## src/rtl/pong_game_if.sv

```systemverilog
// Pong match sequencer bus: player inputs toward the controller, match status back out.
interface pong_game_if #(
  parameter int SCORE_W = 4
);
  logic               start;
  logic               point1;
  logic               point2;
  logic               serve;
  logic               serve_right;
  logic [SCORE_W-1:0] score1;
  logic [SCORE_W-1:0] score2;
  logic [2:0]         state;
  logic               game_over;
  logic               winner;

  modport master (
    output start, point1, point2,
    input  serve, serve_right, score1, score2, state, game_over, winner
  );

  modport slave (
    input  start, point1, point2,
    output serve, serve_right, score1, score2, state, game_over, winner
  );
endinterface

```

## src/rtl/pong_game_ctrl.sv

```systemverilog
// Pong match sequencer: serves the ball, keeps both scores, holds a fixed
// pause between points and stops the match when a player reaches WIN_SCORE.
//
// state | meaning
// IDLE  | waiting for the first start press after reset
// PLAY  | ball in play, waiting for a point pulse
// PAUSE | ball held at centre for PAUSE_CLKS cycles before the next serve
// OVER  | match finished, scores and winner frozen until start is pressed
module pong_game_ctrl #(
  parameter int WIN_SCORE  = 7,
  parameter int PAUSE_CLKS = 25_000_000,
  parameter int SCORE_W    = 4
) (
  input  logic       clk,
  input  logic       reset,
  pong_game_if.slave bus
);

  localparam int TIMER_W = $clog2(PAUSE_CLKS + 1);
  localparam logic [SCORE_W-1:0] WIN_S      = SCORE_W'(WIN_SCORE);
  localparam logic [TIMER_W-1:0] TIMER_LAST = TIMER_W'(PAUSE_CLKS - 1);

  typedef enum logic [2:0] {
    IDLE  = 3'd0,
    PLAY  = 3'd1,
    PAUSE = 3'd2,
    OVER  = 3'd3
  } state_t;

  // Kept as a plain vector so encodings 4..7 stay representable and recoverable.
  logic [2:0]         state_q;
  state_t             state_d;
  logic [SCORE_W-1:0] score1_q, score1_d, score2_q, score2_d;
  logic [TIMER_W-1:0] timer_q, timer_d;
  logic               serve_q, serve_d;
  logic               serve_right_q, serve_right_d;
  logic               game_over_q, game_over_d;
  logic               winner_q, winner_d;
  logic               start_q;
  logic               start_rise;
  logic [SCORE_W-1:0] inc1, inc2;

  assign start_rise = bus.start & ~start_q;
  assign inc1       = score1_q + 1'b1;
  assign inc2       = score2_q + 1'b1;

  // State and all registered outputs; reset forces the idle/cleared picture.
  always_ff @(posedge clk or posedge reset) begin
    if (reset) begin
      state_q       <= IDLE;
      score1_q      <= '0;
      score2_q      <= '0;
      timer_q       <= '0;
      serve_q       <= 1'b0;
      serve_right_q <= 1'b1;
      game_over_q   <= 1'b0;
      winner_q      <= 1'b0;
      start_q       <= 1'b0;
    end else begin
      state_q       <= state_d;
      score1_q      <= score1_d;
      score2_q      <= score2_d;
      timer_q       <= timer_d;
      serve_q       <= serve_d;
      serve_right_q <= serve_right_d;
      game_over_q   <= game_over_d;
      winner_q      <= winner_d;
      start_q       <= bus.start;
    end
  end

  // Next-state and next-output decisions; serve only rises on a PLAY entry.
  always_comb begin
    state_d       = IDLE;
    score1_d      = score1_q;
    score2_d      = score2_q;
    timer_d       = timer_q;
    serve_d       = 1'b0;
    serve_right_d = serve_right_q;
    game_over_d   = game_over_q;
    winner_d      = winner_q;
    case (state_q)
      IDLE, OVER: begin
        state_d = (state_q == OVER) ? OVER : IDLE;
        if (start_rise) begin
          state_d       = PLAY;
          score1_d      = '0;
          score2_d      = '0;
          serve_right_d = 1'b1;
          game_over_d   = 1'b0;
          serve_d       = 1'b1;
        end
      end
      PLAY: begin
        state_d = PLAY;
        // point1 takes priority when both pulses land in the same cycle.
        if (bus.point1 || bus.point2) begin
          if (bus.point1) score1_d = inc1;
          else            score2_d = inc2;
          if ((bus.point1 && inc1 == WIN_S) || (!bus.point1 && inc2 == WIN_S)) begin
            state_d     = OVER;
            game_over_d = 1'b1;
            winner_d    = ~bus.point1;
          end else begin
            state_d       = PAUSE;
            timer_d       = '0;
            serve_right_d = bus.point1;
          end
        end
      end
      PAUSE: begin
        state_d = PAUSE;
        if (timer_q == TIMER_LAST) begin
          state_d = PLAY;
          serve_d = 1'b1;
          timer_d = '0;
        end else begin
          timer_d = timer_q + 1'b1;
        end
      end
      default: begin
        state_d     = IDLE;
        timer_d     = '0;
        game_over_d = 1'b0;
      end
    endcase
  end

  assign bus.state       = state_q;
  assign bus.score1      = score1_q;
  assign bus.score2      = score2_q;
  assign bus.serve       = serve_q;
  assign bus.serve_right = serve_right_q;
  assign bus.game_over   = game_over_q;
  assign bus.winner      = winner_q;

endmodule

```

## src/flat_wrapper.sv

```systemverilog
// flat-port wrapper written by rule: the top's interface ports become plain ports
module pong_game_ctrl_flat 
#(
  parameter int WIN_SCORE  = 7,
  parameter int PAUSE_CLKS = 25_000_000,
  parameter int SCORE_W    = 4
)
  (clk, reset, bus_start, bus_point1, bus_point2, bus_serve, bus_serve_right, bus_score1, bus_score2, bus_state, bus_game_over, bus_winner);
  pong_game_if #(.SCORE_W(SCORE_W)) bus_i ();
  input  logic clk;
  input  logic reset;
  input wire logic [$bits(bus_i.start)-1:0] bus_start;
  input wire logic [$bits(bus_i.point1)-1:0] bus_point1;
  input wire logic [$bits(bus_i.point2)-1:0] bus_point2;
  output wire logic [$bits(bus_i.serve)-1:0] bus_serve;
  output wire logic [$bits(bus_i.serve_right)-1:0] bus_serve_right;
  output wire logic [$bits(bus_i.score1)-1:0] bus_score1;
  output wire logic [$bits(bus_i.score2)-1:0] bus_score2;
  output wire logic [$bits(bus_i.state)-1:0] bus_state;
  output wire logic [$bits(bus_i.game_over)-1:0] bus_game_over;
  output wire logic [$bits(bus_i.winner)-1:0] bus_winner;
  assign bus_i.start = bus_start;
  assign bus_i.point1 = bus_point1;
  assign bus_i.point2 = bus_point2;
  assign bus_serve = bus_i.serve;
  assign bus_serve_right = bus_i.serve_right;
  assign bus_score1 = bus_i.score1;
  assign bus_score2 = bus_i.score2;
  assign bus_state = bus_i.state;
  assign bus_game_over = bus_i.game_over;
  assign bus_winner = bus_i.winner;
  pong_game_ctrl #(.WIN_SCORE(WIN_SCORE), .PAUSE_CLKS(PAUSE_CLKS), .SCORE_W(SCORE_W)) u_core (.clk(clk), .reset(reset), .bus(bus_i));
endmodule
```

## config.mk

```make
export PLATFORM = sky130hd
export DESIGN_NAME = pong_game_ctrl_flat
export DESIGN_NICKNAME = d
export VERILOG_FILES = /design/src/rtl/pong_game_if.sv /design/src/rtl/pong_game_ctrl.sv /design/src/flat_wrapper.sv
export SDC_FILE = /design/constraint.sdc
export NUM_CORES = 1
export LEC_CHECK = 0
export CAP_MARGIN = 20
export CELL_PAD_IN_SITES_DETAIL_PLACEMENT = 0
export CELL_PAD_IN_SITES_GLOBAL_PLACEMENT = 1
export CORE_ASPECT_RATIO = 1.5
export CORE_MARGIN = 2
export CORE_UTILIZATION = 35
export CTS_CLUSTER_DIAMETER = 30
export DETAILED_ROUTE_END_ITERATION = 6
export PLACE_DENSITY = 0.61
export SLEW_MARGIN = 20
export SYNTH_ARGS = -nofsm -noshare
export SYNTH_HDL_FRONTEND = slang
export SYNTH_SLANG_ARGS = --single-unit
```

## constraint.sdc

```tcl
create_clock -name clk -period 3.5 [get_ports clk]
set_input_delay 0.7 -clock clk [delete_from_list [all_inputs] [get_ports clk]]
set_output_delay 0.7 -clock clk [all_outputs]
set_load 0.05 [all_outputs]
```

---- Yosys cells after proc, flatten, opt, wreduce, memory -nomap -nowiden ----
Index checks and enable logic that the tools add are counted.
operators by class
  add/subtract/negate cells ............... 3
  eq/ne operators ......................... 12
  muxes and demuxes ....................... 28
  bitwise operators ....................... 5
  reductions and logical operators ........ 14
operators with widths
  cell                                           count
  two-way mux 25 bit                             3
  one-hot mux 25 bit (3 select lines)            1
  adder 25 x 1 -> 25 bit, second input constant  1
  == test 25 bit, second input constant          1
  two-way mux 4 bit                              5
  one-hot mux 4 bit (2 select lines)             2
  AND reduction 4 bit                            4
  two-way mux 1 bit                              9
  one-hot mux 3 bit (3 select lines)             1
  adder 4 x 1 -> 4 bit, second input constant    2
  == test 4 x 3 -> 1 bit, second input constant  2
  == test 3 x 2 -> 1 bit, second input constant  2
  two-way mux 3 bit                              2
  != test 2 x 1 -> 1 bit, second input constant  3
  != test 2 bit, second input constant           3
  AND reduction 3 bit                            2
  two-way mux 2 bit                              2
  NOT 1 bit                                      4
  one-hot mux 1 bit (2 select lines)             2
  == test 3 x 1 -> 1 bit, second input constant  1
  zero test 3 bit                                1
  one-hot mux 1 bit (3 select lines)             1
  logical AND 1 bit                              2
  logical OR 1 bit                               2
  other kinds (4)                                4
word-level totals
  bits in registers ....................... 41
  output and inout bits ................... 15
  word-level logic and storage cells ...... 71

---- Depth between registers and ports, before layout ----
Gate-level depths: netlist (run 1).
  depth after elaboration ................. 7
  mapped depth ............................ 9
  gate-level depth less buffers ........... 8

---- Worst setup path before layout (run 1) ----
OpenSTA, ideal clock, no wires.
  path type ............................... reg-to-reg
  start point ............................. reg u_core.score1_q[0], in the netlist u_core.bus.score1[0]
  end point ............................... reg u_core.timer_q[4]
  arrival ................................. 2.470 ns
  setup slack ............................. 0.961 ns
  stages on the path, launching flop included .. 9
  path buffers ............................ 1
  cell sequence ........................... dfrtp_1 -> ha_1 -> xor2_1 -> and3_1 -> a221o_1 -> a21o_1 -> buf_6 -> or4_1 -> nand3_1
on the way
  cells in the longest elaborated chain, start to end .. 6
ends and longest elaborated chain
  what                                  line                   RTL
  start, declared                       pong_game_ctrl.sv:33   logic [SCORE_W-1:0] score1_q, score1_d, score2_q, score2_d;
  start signal, assigned                pong_game_ctrl.sv:61   score1_q <= score1_d;
  adder 4 x 1 -> 4 bit                  pong_game_ctrl.sv:44   assign inc1 = score1_q + 1'b1;
  == test 4 x 3 -> 1 bit                pong_game_ctrl.sv:100  if ((bus.point1 && inc1 == WIN_S) || (!bus.point1 && inc2 == WIN_S)) begin
  logical AND 1 bit                     pong_game_ctrl.sv:100
  logical OR 1 bit                      pong_game_ctrl.sv:100
  != test 2 bit (no source line)        -
  AND reduction 3 bit (no source line)  -
  end signal, assigned                  pong_game_ctrl.sv:63   timer_q <= timer_d;
  end, declared                         pong_game_ctrl.sv:34   logic [TIMER_W-1:0] timer_q, timer_d;
Every way passes these cells.
A chain may end at the register's enable or synchronous reset.

---- Final worst setup path (run 1) ----
  start point ............................. in bus_point1
  end point ............................... reg u_core.timer_q[22]
on the way
  cells in the longest elaborated chain, start to end .. 5
  elaborated cells between the ends (all ways) .. 8
  classes of those cells .................. eq/ne (2); reduce/logical (6)
ends and longest elaborated chain
  what                                      line                   RTL
  start, declared                           flat_wrapper.sv:13     input wire logic [$bits(bus_i.point1)-1:0] bus_point1;
  zero test 1 bit                           pong_game_ctrl.sv:100
  logical AND 1 bit                         pong_game_ctrl.sv:100
  logical OR 1 bit                          pong_game_ctrl.sv:100
  != test 2 bit (no source line)            -
  AND reduction 3 bit (no source line) (*)  -
Every way passes the cells marked *; elsewhere a longest branch is shown, timed or not.

==> results of run 1 <==
-- per-stage QoR --
step,util,setup WS [ns]
finish,0.418,0.848
CTS,0.418,0.857
floorplan,-,0.961
detailed placement,0.399,0.525
global route,0.418,0.693
global placement,0.399,0.565
-- cell usage after synthesis, drive strengths merged (3+ instances only) --
cell type / number / area (um^2)
dfrtp: 39 / 976
o21ai: 37 / 185
nand2: 20 / 75.1
nor2: 16 / 60.1
o31ai: 16 / 125
nand3: 14 / 75.1
inv: 12 / 45.0
ha: 9 / 113
nand4: 8 / 50.1
a21oi: 7 / 35.0
nand2b: 7 / 43.8
a31oi: 6 / 37.5
buf: 6 / 38.8
nor2b: 6 / 37.5
clkbuf: 5 / 18.8
nor3: 5 / 30.0
and3: 4 / 25.0
and4: 4 / 35.0
nor3b: 3 / 22.5
o41ai: 3 / 48.8
-- power by group through the flow --
stage	Clock (W)	Sequential (W)	Combinational, W
finish	0.000420	0.000563	0.000800
floorplan	0	0.000665	0.000500
global route	0.000456	0.000573	0.000884
global placement	0	0.000570	0.000818
detailed placement	0	0.000573	0.000818
CTS	0.000437	0.000564	0.000823
-- kinds of logic after synthesis --
family | count (synthesis) | share of synthesized area
compound gates | 83 | 0.234
xor+xnor | 4 | 0.0150
fa+ha+maj | 9 | 0.0481
buf+inv | 23 | 0.0439
flops | 40 | 0.428
other cells | 1 | 0.00160
simple gates | 99 | 0.229
-- flip-flops by register name (all words and copies together) (netlist names) --
name and flops:
u_core.bus.score2 4, u_core.bus.serve_right 1, u_core.bus.state 2, u_core.bus.serve 1, u_core.bus.score1 4, u_core.start_q 1, u_core.timer_q 25, u_core.bus.winner 1
u_core.bus.game_over 1
-- final timing paths --
| kind | from | endpoint | slack (ns) | depth (start not counted) |
|---|---|---|---|---|
| setup / recovery | bus_point1 | u_core.timer_q[22]$_DFFE_PP0P_ | 0.85 | 6 |
| hold / removal | u_core.bus.serve_right$_DFFE_PP1P_ | u_core.bus.serve_right$_DFFE_PP1P_ | 0.47 | 2 |
| setup reg to reg | u_core.bus.score1[0]$_DFFE_PP0P_ | u_core.timer_q[22]$_DFFE_PP0P_ | 0.91 | 7 |
| hold reg to reg | u_core.bus.serve_right$_DFFE_PP1P_ | u_core.bus.serve_right$_DFFE_PP1P_ | 0.47 | 2 |
| max in group asynchronous | reset | u_core.bus.score2[2]$_DFFE_PP0P_ | 2.29 | 3 |
| min in group asynchronous | reset | u_core.bus.winner$_DFFE_PP0P_ | 0.84 | 3 |
-- placed cells by master (no fill, tap or decap), drive strengths merged, types with 3 or more instances in the layout --
| cell type | n |
|---|---|
| a21oi | 7 |
| a31oi | 6 |
| and3 | 4 |
| and4 | 4 |
| buf | 4 |
| clkbuf | 7 |
| clkdlybuf4s50 | 18 |
| dfrtp | 39 |
| ha | 9 |
| inv | 12 |
| nand2 | 20 |
| nand2b | 7 |
| nand3 | 14 |
| nand4 | 8 |
| nor2 | 16 |
| nor2b | 6 |
| nor3 | 5 |
| nor3b | 3 |
| o21ai | 37 |
| o31ai | 16 |
| o41ai | 3 |
-- routing by layer --
metal | global-route usage | vias to the layer above | wire length, um
met3 | 0.0252 | 7 | 143
met1 | 0.197 | 969 | 2420
met4 | 0.0485 | 0 | 84
li1 | - | 985 | -
met5 | 0 | - | 0
met2 | 0.308 | 26 | 3120
-- worst max-delay path: stages --
cell and delay [ns]:
clkdlybuf4s50_1 0.51, and3_1 0.22, a221o_1 0.36, a211o_1 0.57, buf_4 0.28, o31ai_1 0.22
-- final cells by class --
cell class / count / area [um^2]
Clock buffer: 7 / 96.3
Fill cell: 677 / 3770
Sequential cell: 40 / 1000
Inverter: 12 / 45.0
Tap cell: 76 / 95.1
Clock inverter: 1 / 30.0
Timing Repair Buffer: 22 / 210
Multi-Input combinational cell: 196 / 1230
==> flow_summary.json, run 1 <==
{
  "ys_warn_count": 0,
  "synthArstFlopShare": 1.00,
  "vias_per_cell": 5.61,
  "cts-root-buf": "clkbuf_8",
  "yosysSeqAreaShare": 0.428,
  "finalPower_w": 0.00178,
  "drt-initial-drc-count": 60,
  "syn-cell-area_um2": 2340,
  "post_cts_buffers": 0,
  "post_cts_resize_count": 0,
  "switching_power_w": 0.000781,
  "clock-sinks": 40,
  "finalHoldViolCount": 0,
  "switching_share": 0.438,
  "cts_max_path_buffers": 2,
  "internal-power_w": 0.00100,
  "layout-drive-gt1-share": 0.0719,
  "ys.flop_type": "dfrtp_1",
  "syn2layout_area_growth_pct": 16.0,
  "antennaDiodeCount": 0,
  "synth_cells": 259,
  "critPathKind": "in -> reg",
  "cellPowerDensity_nw_per_um2": 657,
  "arrival_ns": 2.85,
  "placement.io_buffers": 18,
  "firstDrtPassIters": 4,
  "synth_fp_nets": 273,
  "cts_buffers": 5,
  "h-tree-depth": 2,
  "layout.nets": 291,
  "cp-end-kind": "register",
  "placed_area_um2": 2590,
  "via_count": 1987,
  "synth_area_per_cell_um2": 9.03,
  "grt_usage": 0.168,
  "totalNegativeSetupSlack_ns": 0,
  "grt_setup_unrepaired": "false",
  "fp.coreArea_um2": 6490,
  "comb_power_share": 0.449,
  "timing.final.max_slew_violations": 0,
  "grt_max_degree": 41,
  "dpl.hpwl_um": 4040,
  "setup_viol": 0,
  "critPathRequiredTime_ns": 3.70,
  "grt_pass1_wl_um": 9930,
  "ys_types": 50,
  "antenna_found_initial": 0,
  "wirelength_um": 5760,
  "layout_min_cycle_time_ns": 2.65,
  "dp_cells": 346,
  "irDropWorstVdd_uv": 311,
  "die_x_um": 70.8,
  "postLayoutCellArea_um2": 2710,
  "start_kind": "primary input",
  "clk_pin_slew_ns": 0.08,
  "grt_pass1_vias": 1966,
  "grt-ovfl-total": 0,
  "clock_latency_ns": 0.29,
  "worst_slew_pin_slew_ns": 0.749,
  "route.detailed.drc": 0,
  "wl_per_cell_um": 16.3,
  "rows": 36,
  "seqPwrFrac": 0.316,
  "gp_congestion": 0.724,
  "status": "finished, final reports clean",
  "cap_violations": 0,
  "cts.hold.buffers_added": 0,
  "ys_ff_latch": 40,
  "synth_edf_count": 0,
  "p_leak_nw": 1.12,
  "hold_ws_ns": 0.466,
  "ioPinCount": 20,
  "hold_class": "reg -> reg",
  "relSlewSlack": 0.496,
  "antenna_left": 0,
  "cts_tree": "built",
  "dieArea_um2": 7370,
  "final_cells": 354,
  "max_freq_ghz": 0.377,
  "start_util": 0.361,
  "fin_skew_ns": 0.00420,
  "p_clk_frac": 0.236,
  "cp_max_fo": 16,
  "die_h_um": 104,
  "period_share": 0.758
}
Note: power is estimated with default switching activity, not from simulation.
==> run 2, diff against run 1 <==
--- a/config.mk
+++ b/config.mk
@@ -13,7 +13,7 @@
 export CORE_UTILIZATION = 35
 export CTS_CLUSTER_DIAMETER = 30
 export DETAILED_ROUTE_END_ITERATION = 6
-export PLACE_DENSITY = 0.61
+export PLACE_DENSITY = 0.64
 export SLEW_MARGIN = 20
 export SYNTH_ARGS = -nofsm -noshare
 export SYNTH_HDL_FRONTEND = slang
==> constraint.sdc (replaced) <==
create_clock -name clk -period 2.3 [get_ports clk]
set_input_delay 0.46 -clock clk [delete_from_list [all_inputs] [get_ports clk]]
set_output_delay 0.46 -clock clk [all_outputs]
set_load 0.05 [all_outputs]
==> run 2 against run 1 <==
  * Worst setup slack worse by 0.71 ns
  * Clock skew is 0.0045 ns higher
  * Largest cell class unchanged
  * Cell area is 9.1% higher
  * Count of clock-buffer cells in the layout down 1
==> flow_summary.json, run 2 (synthesized netlist as in run 1, its figures left out) <==
{
  "status": "finished, final reports clean",
  "top_register": "u_core.timer_q",
  "cts.hold.buffers_added": 0,
  "cts-root-buf": "clkbuf_8",
  "grt_pass1_vias": 2111,
  "antennaDiodeCount": 0,
  "r2r_start": "u_core.bus.score1[0]$_DFFE_PP0P_",
  "antenna_left": 0,
  "grt_pass1_wl_um": 10300,
  "gp_congestion": 0.751,
  "irDropWorstVdd_uv": 485,
  "totalNegativeSetupSlack_ns": 0,
  "layout_min_cycle_time_ns": 2.16,
  "fp.coreArea_um2": 6490,
  "fin_skew_ns": 0.00868,
  "start_kind": "register",
  "startpoint": "u_core.bus.score1[0]$_DFFE_PP0P_",
  "multi_input_area_um2": 1260,
  "layout-drive-gt1-share": 0.179,
  "arrival_ns": 2.36,
  "cap_violations": 0,
  "timing.final.max_slew_violations": 0,
  "setup_viol": 0,
  "period_share": 0.939,
  "drt-initial-drc-count": 70,
  "grt-ovfl-total": 0,
  "layout.nets": 320,
  "route.detailed.drc": 0,
  "dp_cells": 372,
  "cellPowerDensity_nw_per_um2": 976,
  "antenna_found_initial": 0,
  "clk_pin_slew_ns": 0.08,
  "r2r_setup_slack_ns": 0.14,
  "wirelength_um": 6010,
  "hold_class": "reg -> reg",
  "final_cells": 383,
  "syn2layout_area_growth_pct": 26.5,
  "relSlewSlack": 0.640,
  "wl_per_cell_um": 15.7,
  "place_ws_ns": -0.184,
  "die_h_um": 104,
  "n_fill_cell": 655,
  "start_util": 0.361,
  "cts_max_path_buffers": 2,
  "die_x_um": 70.8,
  "h-tree-depth": 2,
  "p_leak_nw": 1.25,
  "largest_reg_flops": 25,
  "clock-sinks": 40,
  "vias_per_cell": 5.53,
  "grt_max_degree": 41,
  "finalHoldViolCount": 0,
  "critPathKind": "reg -> reg",
  "cts_buffers": 5,
  "grt_setup_unrepaired": "false",
  "ioPinCount": 20,
  "critPathRequiredTime_ns": 2.50,
  "worstHoldStart": "u_core.bus.serve_right$_DFFE_PP1P_",
  "worst_slew_pin_slew_ns": 0.540,
  "cp-end-kind": "register",
  "dieArea_um2": 7370,
  "rows": 36,
  "mostFrequentLayoutCells": "34 x dfrtp_1, 32 x buf_4, 27 x o21ai_1",
  "max_freq_ghz": 0.463,
  "via_count": 2118,
  "wl_met2_um": 3280,
  "cp_max_fo": 16,
  "cts_tree": "built",
  "clock_latency_ns": 0.30,
  "setup_ws_ns": 0.141,
  "grt_usage": 0.172,
  "dpl.hpwl_um": 4350,
  "top_layer": "met4",
  "firstDrtPassIters": 4,
  "placement.io_buffers": 18,
  "layout_commonest_cell": "dfrtp_1",
  "seq_area_um2": 1010,
  "wl_met3_um": 149,
  "wl_met1_um": 2470
}
[run 2: area by class of cell]
type                            count  area share
Clock inverter                      2      0.0118
Sequential cell                    40       0.341
Inverter                           12      0.0152
Timing Repair Buffer               51       0.149
Tap cell                           76      0.0321
Multi-Input combinational cell    196       0.427
Clock buffer                        6      0.0245
[run 2: metrics by stage]
step,cell area [um^2],hold WS (ns),util,total power [W]
6_report,2960,0.471,0.456,0.00289
5_1_grt,2960,0.514,0.456,0.00309
4_1_cts,2920,0.477,0.450,0.00289
3_5_place_dp,2810,0.464,0.434,0.00230
3_3_place_gp,2810,0.461,0.434,0.00230
2_1_floorplan,2360,0.441,-,0.00178
[run 2: layer usage]
| metal | up-vias | global-route usage |
|---|---|---|
| met5 | - | 0 |
| met4 | 0 | 0.0566 |
| met3 | 9 | 0.0233 |
| met2 | 33 | 0.318 |
| met1 | 1030 | 0.200 |
| li1 | 1046 | - |
[run 2: timing repair]
item	4_1_cts	5_1_grt
gates resized for setup	0	2
setup endpoints to repair	0	14
endpoints found under the hold margin	0	0
setup buffers	0	3
[run 2: critical path, cell delays in order (launching register included)]
cell	delay [ns]
dfrtp_2	0.46
ha_4	0.18
xor2_1	0.13
and3_1	0.16
a221o_1	0.34
a211o_1	0.34
buf_12	0.18
o41ai_2	0.27
[run 2: worst paths after layout]
kind,endpoint,cells past startpoint
hold / removal,u_core.bus.serve_right$_DFFE_PP1P_,2
min in group asynchronous,u_core.start_q$_DFF_PP0_,3
max in group asynchronous,u_core.bus.score2[2]$_DFFE_PP0P_,3
hold reg to reg,u_core.bus.serve_right$_DFFE_PP1P_,2
setup reg to reg,u_core.timer_q[8]$_DFFE_PP0P_,7
setup / recovery,u_core.timer_q[8]$_DFFE_PP0P_,7
[run 2: power by group]
group / internal, W / switching [W] / leakage [nW] / total, W
sequential: 0.000785 / 0.0000697 / 0.539 / 0.000854
combinational: 0.000529 / 0.000925 / 0.658 / 0.00145
clock: 0.000322 / 0.000260 / 0.0552 / 0.000582
total: 0.00164 / 0.00125 / 1.25 / 0.00289
==> patch 1, RTL diff (flow settings as in run 1) <==
`PAUSE_CLKS` is set to 25_000_000 in 2 places; all go to 100_000_000.
--- a/src/rtl/pong_game_ctrl.sv
+++ b/src/rtl/pong_game_ctrl.sv
@@ -10,3 +10,3 @@
   parameter int WIN_SCORE  = 7,
-  parameter int PAUSE_CLKS = 25_000_000,
+  parameter int PAUSE_CLKS = 100_000_000,
   parameter int SCORE_W    = 4
--- a/src/flat_wrapper.sv
+++ b/src/flat_wrapper.sv
@@ -4,3 +4,3 @@
   parameter int WIN_SCORE  = 7,
-  parameter int PAUSE_CLKS = 25_000_000,
+  parameter int PAUSE_CLKS = 100_000_000,
   parameter int SCORE_W    = 4
Behaviour: no difference found for any inputs over 10 cycles, from zero or initial values and one cycle with reset high; that may be too few to reach the edited logic, so the function may still have changed.
==> patch 1 against run 1 <==
Non-clock buffer count decreased by 1; via count rose by 4.0%; routed wire length increased by 5.2%; fmax down 1.1%; area after synthesis up 5.6%; sequential share of layout area increased by 1.1 points; cell area increased by 1.9%; worst setup slack lost 28 ps; sequential cell count increased by 2; power is 9.0% lower; synthesized cell count rose by 5.4%; largest cell class unchanged.
==> patch 1: results (changes against run 1) <==
post-synthesis sequential area ratio - 42.6% (-0.25 points)
largest net degree at the start of global routing - 29 (-29%)
fillers - 714 (+5.5%)
vias in the first global route - 2041 (+3.8%)
NumNets Final - 301 (+3.4%)
clock skew - 11.3 ps (+7.11 ps)
Multi-In Gates - 207 (+5.6%)
Mapped Nets - 287 (+5.1%)
drt wl/cell - 16.6 um (+1.7%)
number of flip-flops in the largest register - 27 (+8.0%)
Placer Congestion - 0.826 (+14%)
DP HPWL - 4320 um (+6.8%)
WHS Endpoint - u_core.timer_q[24]$_DFFE_PP0P_
WP data arrival - 2880 ps (+30 ps)
worst reg2reg path depth - 8 (+1)
Avg Cell Area, Syn - 9.05 sq um (+0.20%)
Clock Buffer Count - 6 (-1)
minimum hold slack - 476 ps (+10.2 ps)
post-layout min period - 2680 ps (+28.2 ps)
slowest stage delay, CP - 730 ps (+160 ps)
R2R Path Start - u_core.bus.state[1]$_DFF_PP0_
dpl cells - 358 (+3.5%)
WHS Path Cells - 1 (-1)
slowest cell on the critical path - o21ba_1
via count of the routed design - 2067 (+4.0%)
Worst setup endpoint - u_core.timer_q[15]$_DFFE_PP0P_
pre-CTS setup slack - 508 ps (-17.3 ps)
top area cells in the synthesized netlist - dfrtp_1 (42%), o21ai_0 (6.7%), ha_1 (4.6%), nand3_1 (4.3%), nand2_1 (3.3%)
slew margin rel. - 46.7% (-3.0 points)
share of cells above drive strength 1 - 7.64% (+0.44 points)
sequential share of power - 35.2% (+3.6 points)
run status - finished, final reports clean
Synth cell types - 49 (-2.0%)
R2R Setup Slk - 940 ps (+30 ps)
violation count after the first detailed-route iteration - 88 (+47%)
bufs w/o clock - 21 (-4.5%)
commonest cells in the netlist - dfrtp_1 (41), o21ai_0 (33), nand2_1 (22)
first-pass GRT wire length - 10300 um (+3.7%)
Clock buf/inv share - 2.99% (-1.7 points)
total wire length - 6060 um (+5.2%)
P_comb - 0.742 mW (-7.2%)
signal buffers share of area - 7.33% (-0.42 points)
GRT Util Overall - 17.1% (+0.32 points)
synthesis-to-layout area growth - 11.9%
Placed Area - 2680 sq um (+3.7%)
## patch 1: changes by cell type in the layout (fill, tap and decap cells not counted), sizes merged, moves of 5 or more
cell | before | now
o31ai | 16 | 9
or3 | 2 | 7
nand3 | 14 | 21
a21oi | 7 | 14
## patch 1: cell families (layout without fill, tap and decap cells)
| family | Yosys count | after routing | share of synthesized area (%) |
|---|---|---|---|
| simple gates | 106 | 106 | 23.6 |
| other cells | 1 | 1 | 0.152 |
| flops | 42 | 42 | 42.6 |
| fa+ha+maj | 9 | 9 | 4.56 |
| xor+xnor | 3 | 3 | 1.06 |
| buf+inv | 24 | 39 | 5.06 |
| compound gates | 88 | 88 | 23.0 |
## patch 1: critical path: cells and delay by family
kind	cells	cell delay, ps
compound gates	3	1030
simple gates	3	540
buf+inv	1	600
## patch 1: metal layers
metal  routed length, um  track usage, %
met5                   0               0
met4                 135            6.22
met3                 146            2.35
met2                3270            31.1
met1                2510            19.8
==> patch 2, RTL diff (settings of run 1) <==
Made on the original files. Make the reset (`reset`) synchronous in one clocked block.
--- a/src/rtl/pong_game_ctrl.sv
+++ b/src/rtl/pong_game_ctrl.sv
@@ -47,3 +47,3 @@
   // State and all registered outputs; reset forces the idle/cleared picture.
-  always_ff @(posedge clk or posedge reset) begin
+  always_ff @(posedge clk) begin
     if (reset) begin
Check against the original RTL: differs if reset is asserted again (counterexample within 4 cycles, from zero or initial values and one cycle with reset high); with reset held inactive, the same outputs for 10 cycles.
==> patch 2 against run 1 <==
Sequential cell count did not move; worst setup slack better by 130 ps; area after synthesis decreased by 2.7%; cell area is 3.6% lower; hold slack is essentially flat; routed wire length up 3.0%.
Power is not compared: it rests on default switching activity, and its combinational part moved more than twofold at a synthesized area within 25%.
==> patch 2: results (changes against run 1) <==
run status - finished, final reports clean
WHS Path Cells - 1 (-1)
first-pass GRT wire length - 9600 um (-3.3%)
asr flop ratio synth - 0% (-100 points)
Worst setup endpoint - u_core.timer_q[9]$_SDFFE_PP0P_
complex-gate fraction of the synthesized area - 24.0% (+0.64 points)
post-synthesis sequential area ratio - 35.2% (-7.7 points)
Post-Synth XOR/XNOR Area - 1.15% (-0.34 points)
violation count after the first detailed-route iteration - 93 (+55%)
slew margin rel. - 62.4% (+13 points)
top area cells in the synthesized netlist - dfxtp_1 (35%), a21oi_1 (8.6%), o21ai_0 (5.5%), ha_1 (4.9%), nor2_1 (4.6%)
NumNets Final - 318 (+9.3%)
R2R Setup Slk - 1070 ps (+160 ps)
global-route met3 utilization - 2.44% (-0.076 points)
mux contribution to synthesized area - 1.37% (+1.4 points)
Synth Flop Type - dfxtp_1
fillers - 678 (+0.15%)
Met3 Wirelength - 103 um (-28%)
met1 usage - 17.3% (-2.4 points)
routed vias/inst - 5.43 (-3.3%)
pre-CTS setup slack - 671 ps (+146 ps)
vias in the first global route - 1986 (+1.0%)
reg2reg end - u_core.timer_q[7]$_SDFFE_PP0P_
Tot Pwr - 0.943 mW
Met1 Wirelength - 2480 um (+2.7%)
largest net degree at the start of global routing - 26 (-37%)
share of cells above drive strength 1 - 9.51% (+2.3 points)
Mapped Nets - 300 (+9.9%)
commonest cells in the netlist - dfxtp_1 (40), a21oi_1 (39), nor2_1 (28)
[patch 2: cell count changes after synthesis, sizes merged, moves of 5 or more]
cell,run 1,this run
nand3b,0,8
dfrtp,39,0
o21ai,37,31
or3,2,11
nor2b,6,1
nand2b,7,2
o31ai,16,0
nand4,8,3
dfxtp,0,40
nor2,16,28
a21oi,7,39
nand4b,0,5
[patch 2: through the flow]
| stage | std cells | utilization [%] | hold WS, ps | area [sq um] |
|---|---|---|---|---|
| 6_report | 381 | 40.9 | 466 | 2620 |
| 5_1_grt | 381 | 40.9 | 486 | 2620 |
| 4_1_cts | 381 | 40.9 | 473 | 2620 |
| 3_5_place_dp | 373 | 39.5 | 445 | 2520 |
| 3_3_place_gp | 373 | 39.5 | 444 | 2520 |
| 2_1_floorplan | 286 | - | 452 | 2280 |
[patch 2: final cells by class]
class	instances	area share [%]
Inverter	10	1.43
Timing Repair Buffer	23	8.32
Clock inverter	2	0.383
Sequential cell	40	30.6
Tap cell	76	3.63
Multi-Input combinational cell	224	52.5
Clock buffer	6	3.16
